## config.mk

```make
export PLATFORM = sky130hd
export DESIGN_NAME = semi_turn_executor
export DESIGN_NICKNAME = d
export VERILOG_FILES = /design/src/rtl/semi_turn_executor.sv
export SDC_FILE = /design/constraint.sdc
export NUM_CORES = 1
export LEC_CHECK = 0
export CORE_UTILIZATION = 35
export DETAILED_ROUTE_END_ITERATION = 10
export MAX_ROUTING_LAYER = met4
export REMOVE_ABC_BUFFERS = 1
export SYNTH_ARGS = -nofsm -noshare
export SYNTH_HDL_FRONTEND = slang
export SYNTH_SLANG_ARGS = --single-unit
```

## constraint.sdc

```tcl
create_clock -name clk -period 3.9 [get_ports clk]
set_clock_uncertainty 0.05 [all_clocks]
set_input_delay 0.585 -clock clk [delete_from_list [all_inputs] [get_ports clk]]
set_output_delay 0.585 -clock clk [all_outputs]
set_load 0.1 [all_outputs]
```

## src/rtl/semi_turn_executor.sv

```systemverilog
// Timed executor for one semi-auto direction decision: turn (or U-turn), then
// forward escape travel, ending with a done pulse (blocked on front-obstacle abort).
module semi_turn_executor #(
   parameter int unsigned TURN_CYCLES   = 50_000_000,
   parameter int unsigned BACK_CYCLES   = 100_000_000,
   parameter int unsigned ESCAPE_CYCLES = 25_000_000
) (
   input  logic       clk,
   input  logic       rst_n,
   input  logic       cmd_valid,
   input  logic [1:0] cmd,
   output logic       cmd_ready,
   input  logic       front_detector,
   output logic       move_forward,
   output logic       turn_left,
   output logic       turn_right,
   output logic       done,
   output logic       blocked
);

   localparam int unsigned CNT_W = 32;

   localparam logic [1:0] CMD_FWD   = 2'b00;
   localparam logic [1:0] CMD_LEFT  = 2'b01;
   localparam logic [1:0] CMD_RIGHT = 2'b10;
   localparam logic [1:0] CMD_BACK  = 2'b11;

   typedef enum logic [1:0] {
      IDLE   = 2'd0,
      TURN   = 2'd1,
      ESCAPE = 2'd2
   } state_t;

   state_t             state, state_d;
   logic [CNT_W-1:0]   cnt, cnt_d;
   logic [1:0]         cmd_q, cmd_d;
   logic               ready_d, fwd_d, left_d, right_d, done_d, blocked_d;

   // State, counter, latched command and registered outputs
   always_ff @(posedge clk or negedge rst_n) begin
      if (!rst_n) begin
         state        <= IDLE;
         cnt          <= '0;
         cmd_q        <= CMD_FWD;
         cmd_ready    <= 1'b1;
         move_forward <= 1'b0;
         turn_left    <= 1'b0;
         turn_right   <= 1'b0;
         done         <= 1'b0;
         blocked      <= 1'b0;
      end else begin
         state        <= state_d;
         cnt          <= cnt_d;
         cmd_q        <= cmd_d;
         cmd_ready    <= ready_d;
         move_forward <= fwd_d;
         turn_left    <= left_d;
         turn_right   <= right_d;
         done         <= done_d;
         blocked      <= blocked_d;
      end
   end

   // Next state and next-cycle output values
   always_comb begin
      state_d   = state;
      cnt_d     = cnt;
      cmd_d     = cmd_q;
      fwd_d     = 1'b0;
      left_d    = 1'b0;
      right_d   = 1'b0;
      done_d    = 1'b0;
      blocked_d = 1'b0;

      case (state)
         IDLE: begin
            if (cmd_valid && cmd_ready) begin
               cmd_d = cmd;
               case (cmd)
                  CMD_LEFT: begin
                     state_d = TURN;
                     cnt_d   = CNT_W'(TURN_CYCLES);
                     left_d  = 1'b1;
                  end
                  CMD_RIGHT: begin
                     state_d = TURN;
                     cnt_d   = CNT_W'(TURN_CYCLES);
                     right_d = 1'b1;
                  end
                  CMD_BACK: begin
                     state_d = TURN;
                     cnt_d   = CNT_W'(BACK_CYCLES);
                     right_d = 1'b1;
                  end
                  default: begin
                     if (front_detector) begin
                        done_d    = 1'b1;
                        blocked_d = 1'b1;
                     end else begin
                        state_d = ESCAPE;
                        cnt_d   = CNT_W'(ESCAPE_CYCLES);
                        fwd_d   = 1'b1;
                     end
                  end
               endcase
            end
         end
         TURN: begin
            cnt_d = cnt - CNT_W'(1);
            if (cnt == CNT_W'(1)) begin
               state_d = ESCAPE;
               cnt_d   = CNT_W'(ESCAPE_CYCLES);
               fwd_d   = 1'b1;
            end else begin
               left_d  = (cmd_q == CMD_LEFT);
               right_d = (cmd_q != CMD_LEFT);
            end
         end
         ESCAPE: begin
            cnt_d = cnt - CNT_W'(1);
            // Obstacle wins over normal completion in the final cycle
            if (front_detector) begin
               state_d   = IDLE;
               done_d    = 1'b1;
               blocked_d = 1'b1;
            end else if (cnt == CNT_W'(1)) begin
               state_d = IDLE;
               done_d  = 1'b1;
            end else begin
               fwd_d = 1'b1;
            end
         end
         default: state_d = IDLE;
      endcase

      ready_d = (state_d == IDLE);
   end

endmodule

```

==> impl_summary.txt <==
----------------------------------------------------
[Status]
  Status ... complete, no violations

[Timing]
  Hold Violations, Final ... 0
  Final Max Slew Viols ... 0
  RSZ-0062 raised after global routing ... no
  Setup Total Neg Slack ... 0 ns
  Achievable Freq ... 362 MHz
  Count of final setup violators ... 0
  Final Critical Period ... 2.76 ns
  Final clock period utilization by the worst path ... 0.708
  Slew at the pin closest to its max-slew limit ... 0.991 ns
  Hold slack ... 0.385 ns
  Max-Slew Margin vs Limit ... 0.340
  Setup ws final ... 1.14 ns

[Pwr]
  Switching power ... 1.30 mW
  Static leakage ... 1.16 nW
  Relative contribution of sequential cells to total power ... 0.326
  Int Power ... 1.22 mW
  Combinational group share of total power ... 0.563
  Power Total ... 2.52 mW
  Fraction of power spent switching nets ... 0.517
  Clock power frac ... 0.111
  IR drop worst, VDD ... 0.328 mV
  Cell area power density ... 845 nW/um^2

[Synth]
  Flip-flop cell with the highest count after synthesis ... sky130_fd_sc_hd__dfrtp_1
  Sequential-to-total area share from yosys stat ... 0.388
  EDFF count, synth ... 0
  Post-synth cell types ... 56
  Mean cell area of the mapped netlist ... 8.97 sq um
  Post-Syn Instances ... 302
  Number of storage elements in the synthesis netlist ... 42
  Proportion of synthesized flip-flops having asynchronous set or reset ... 1.00
  Warnings, synthesis ... 0
  Netlist area before placement ... 2710 sq um

[Setup path]
  Number of cells on the critical path ... 9
  Maximum fanout along the worst path ... 11
  FF-to-FF path depth ... 8
  Sort of element at the end of the critical path ... flip-flop
  Crit path buf inv count ... 3
  Slowest Stage Delay on Critical Path ... 0.53 ns
  Data arrival at the endpoint of the critical path ... 2.91 ns
  List of cells traversed by the critical path ... clkdlybuf4s50_1 > inv_1 > ha_1 > nor3b_1 > nand2b_1 > o21ai_1 > buf_4 > o21ai_0 > a22o_1
  CP startpoint kind ... input pin
  Worst EP required ... 4.05 ns
  Critical path class ... in2reg
  Cell at the slowest stage of the critical path ... sky130_fd_sc_hd__clkdlybuf4s50_1
  Crit path max-delay family ... buffers and inverters

[GRT]
  Met2 global-route usage ... 0.285
  Fraction of met3 tracks used by global routing ... 0.0431
  M1 GR Usage ... 0.268
  Vias in the first global route ... 2383
  Total global routing track utilization ... 0.193
  GRT overflow ... 0
  Antenna violations before repair ... 0
  Global-route wire length before repair ... 12.2 mm
  Global routing's busiest layer ... met2
  Maximum number of pins on one net before global-route repair ... 43

[Drt]
  Number of remaining DRC errors ... 0
  Detailed router's first-iteration violation count ... 209
  Vias/cell ... 6.14
  Routed wirelength normalized by instance count ... 18.0 um
  Aggregate routed wire length ... 7.37 mm
  Pre-antenna DRT Iters ... 5
  Post-route antenna net violation count ... 0
  Total via count after detailed routing ... 2517

[Layout]
  Finished Layout Cells ... 410
  Area delta synth->final ... 10.3%
  Fill cell count ... 747
  Layout cells sized above 1 ... 0.0772
  Antenna diode count ... 0
  Footprint of the multi-input gates ... 1560 sq um
  Number of nets in the layout ... 328
  Combined flip-flop and latch cell area ... 1050 sq um

[Clocking]
  Number of hold buffers added after cts ... 0
  Post-CTS setup-driven buffer insertion count ... 0
  CTS tree ... done
  Clock Pin Slew Worst Setup and Hold Paths ... 0.08 ns
  Buffer levels on the longest clock path ... 2
  CTS Buf Count ... 5
  Clock Root Buffer ... sky130_fd_sc_hd__clkbuf_8
  Number of sinks handled by clock tree synthesis ... 42
  Worst-Skew Late Latency ... 0.30 ns
  Quantity of gates resized following cts ... 0
  CTS H-tree lvls ... 2

[Place]
  Input/output buffers ... 11
  Setup slack at placement ... 0.843 ns
  HPWL after detailed placement ... 5.31 mm
  Post-placement cell count ... 402
  Routability cong. ... 0.898

[Die]
  Count of boundary I/O pins ... 12
  Die span in x ... 90.0 um
  Vert. Die Dim ... 90.0 um
  Rows ... 31
  Area of the core ... 7370 sq um
  Initial Utilization ... 0.368
  Die outline area ... 8100 sq um

[Min path]
  Worst hold-check path type ... in2async

[Job]
  Max Cap Violations ... 0

----------------------------------------------------
## power groups by stage
| stage | Combinational [mW] | Sequential [mW] | Clock, mW |
|---|---|---|---|
| detailed placement | 1.40 | 0.823 | 0 |
| finish | 1.42 | 0.823 | 0.279 |
| CTS | 1.41 | 0.817 | 0.288 |
| floorplan | 0.911 | 0.915 | 0 |
| global route | 1.56 | 0.848 | 0.308 |
| global placement | 1.40 | 0.820 | 0 |
## final cells by class
| class | instances | area share |
|---|---|---|
| Sequential cell | 42 | 0.352 |
| Timing Repair Buffer | 14 | 0.0427 |
| Inverter | 11 | 0.0138 |
| Clock buffer | 8 | 0.0268 |
| Tap cell | 99 | 0.0415 |
| Multi-Input combinational cell | 236 | 0.523 |
## path summary, 6_finish.rpt
kind / start / endpoint / slack [ns]
worst max register to register: state[1]$_DFF_PN0_ / cnt[8]$_DFFE_PN0P_ / 1.15
worst max-delay path: cmd[0] / cnt[8]$_DFFE_PN0P_ / 1.14
max in group asynchronous: rst_n / cnt[1]$_DFFE_PN0P_ / 2.79
worst min register to register: cmd_q[0]$_DFFE_PN0P_ / cmd_q[0]$_DFFE_PN0P_ / 0.44
worst min-delay path: rst_n / cnt[29]$_DFFE_PN0P_ / 0.39
min in group clk: cmd_q[0]$_DFFE_PN0P_ / cmd_q[0]$_DFFE_PN0P_ / 0.44
## cell usage after synthesis, drive strengths merged, types with 3 or more instances
cell	instances	share of area
dfrtp	41	0.38
nor2	27	0.038
a31oi	25	0.058
o21ai	19	0.036
nand2	18	0.025
a21oi	13	0.024
nor3	13	0.024
ha	12	0.055
clkbuf	10	0.014
inv	10	0.014
nor4	10	0.043
nand3	9	0.017
a41oi	6	0.019
nand4	6	0.014
o22ai	6	0.014
o31ai	6	0.017
or4	6	0.018
a22o	5	0.016
a21o	4	0.011
and2	4	0.0092
and3	4	0.0097
o22a	4	0.013
a211oi	3	0.0083
a21boi	3	0.0083
buf	3	0.0055
nand2b	3	0.0069
nor2b	3	0.0069
o2bb2ai	3	0.0097
## placed cells by master (no fill, tap or decap), drive strengths merged, types with 5 or more instances in the layout
cell type      synthesis  final
or4                    6      6
ha                    12     12
nor2                  27     27
nand3                  9      9
nand2                 18     18
dfrtp                 41     41
o21ai                 19     19
clkdlybuf4s50          0     10
a22o                   5      5
nor3                  13     13
a21oi                 13     13
inv                   10     10
nor4                  10     10
a41oi                  6      6
clkbuf                10      8
nand4                  6      6
a31oi                 25     25
o31ai                  6      6
o22ai                  6      6
## per-stage QoR
| step | util | area (sq um) |
|---|---|---|
| finish | 0.405 | 2990 |
| global route | 0.405 | 2990 |
| CTS | 0.405 | 2990 |
| detailed placement | 0.395 | 2910 |
| global placement | 0.395 | 2910 |
| floorplan | - | 2660 |
## cell families after synthesis
group / count (synthesis) / synth area share
adder cells (fa/ha/maj): 12 / 0.0554
buffers and inverters: 24 / 0.0346
AO/OA/AOI/OAI: 111 / 0.280
flip-flops: 42 / 0.388
AND/OR/NAND/NOR: 113 / 0.241
## flip-flops by register name, summed over array words and instances, names as in the netlist
register and cells:
cnt 32, cmd_q 2, turn_right 1, cmd_ready 1, blocked 1, done 1, turn_left 1, move_forward 1
state 2
## routing by layer
layer	vias to the layer above	part of all wire	wire length, um
li1	1192	-	-
met3	14	0.054	398
met1	1227	0.47	3480
met4	0	0.018	129
met2	84	0.46	3360
met5	-	0	0
No activity file was read; power rests on OpenSTA's default activity.
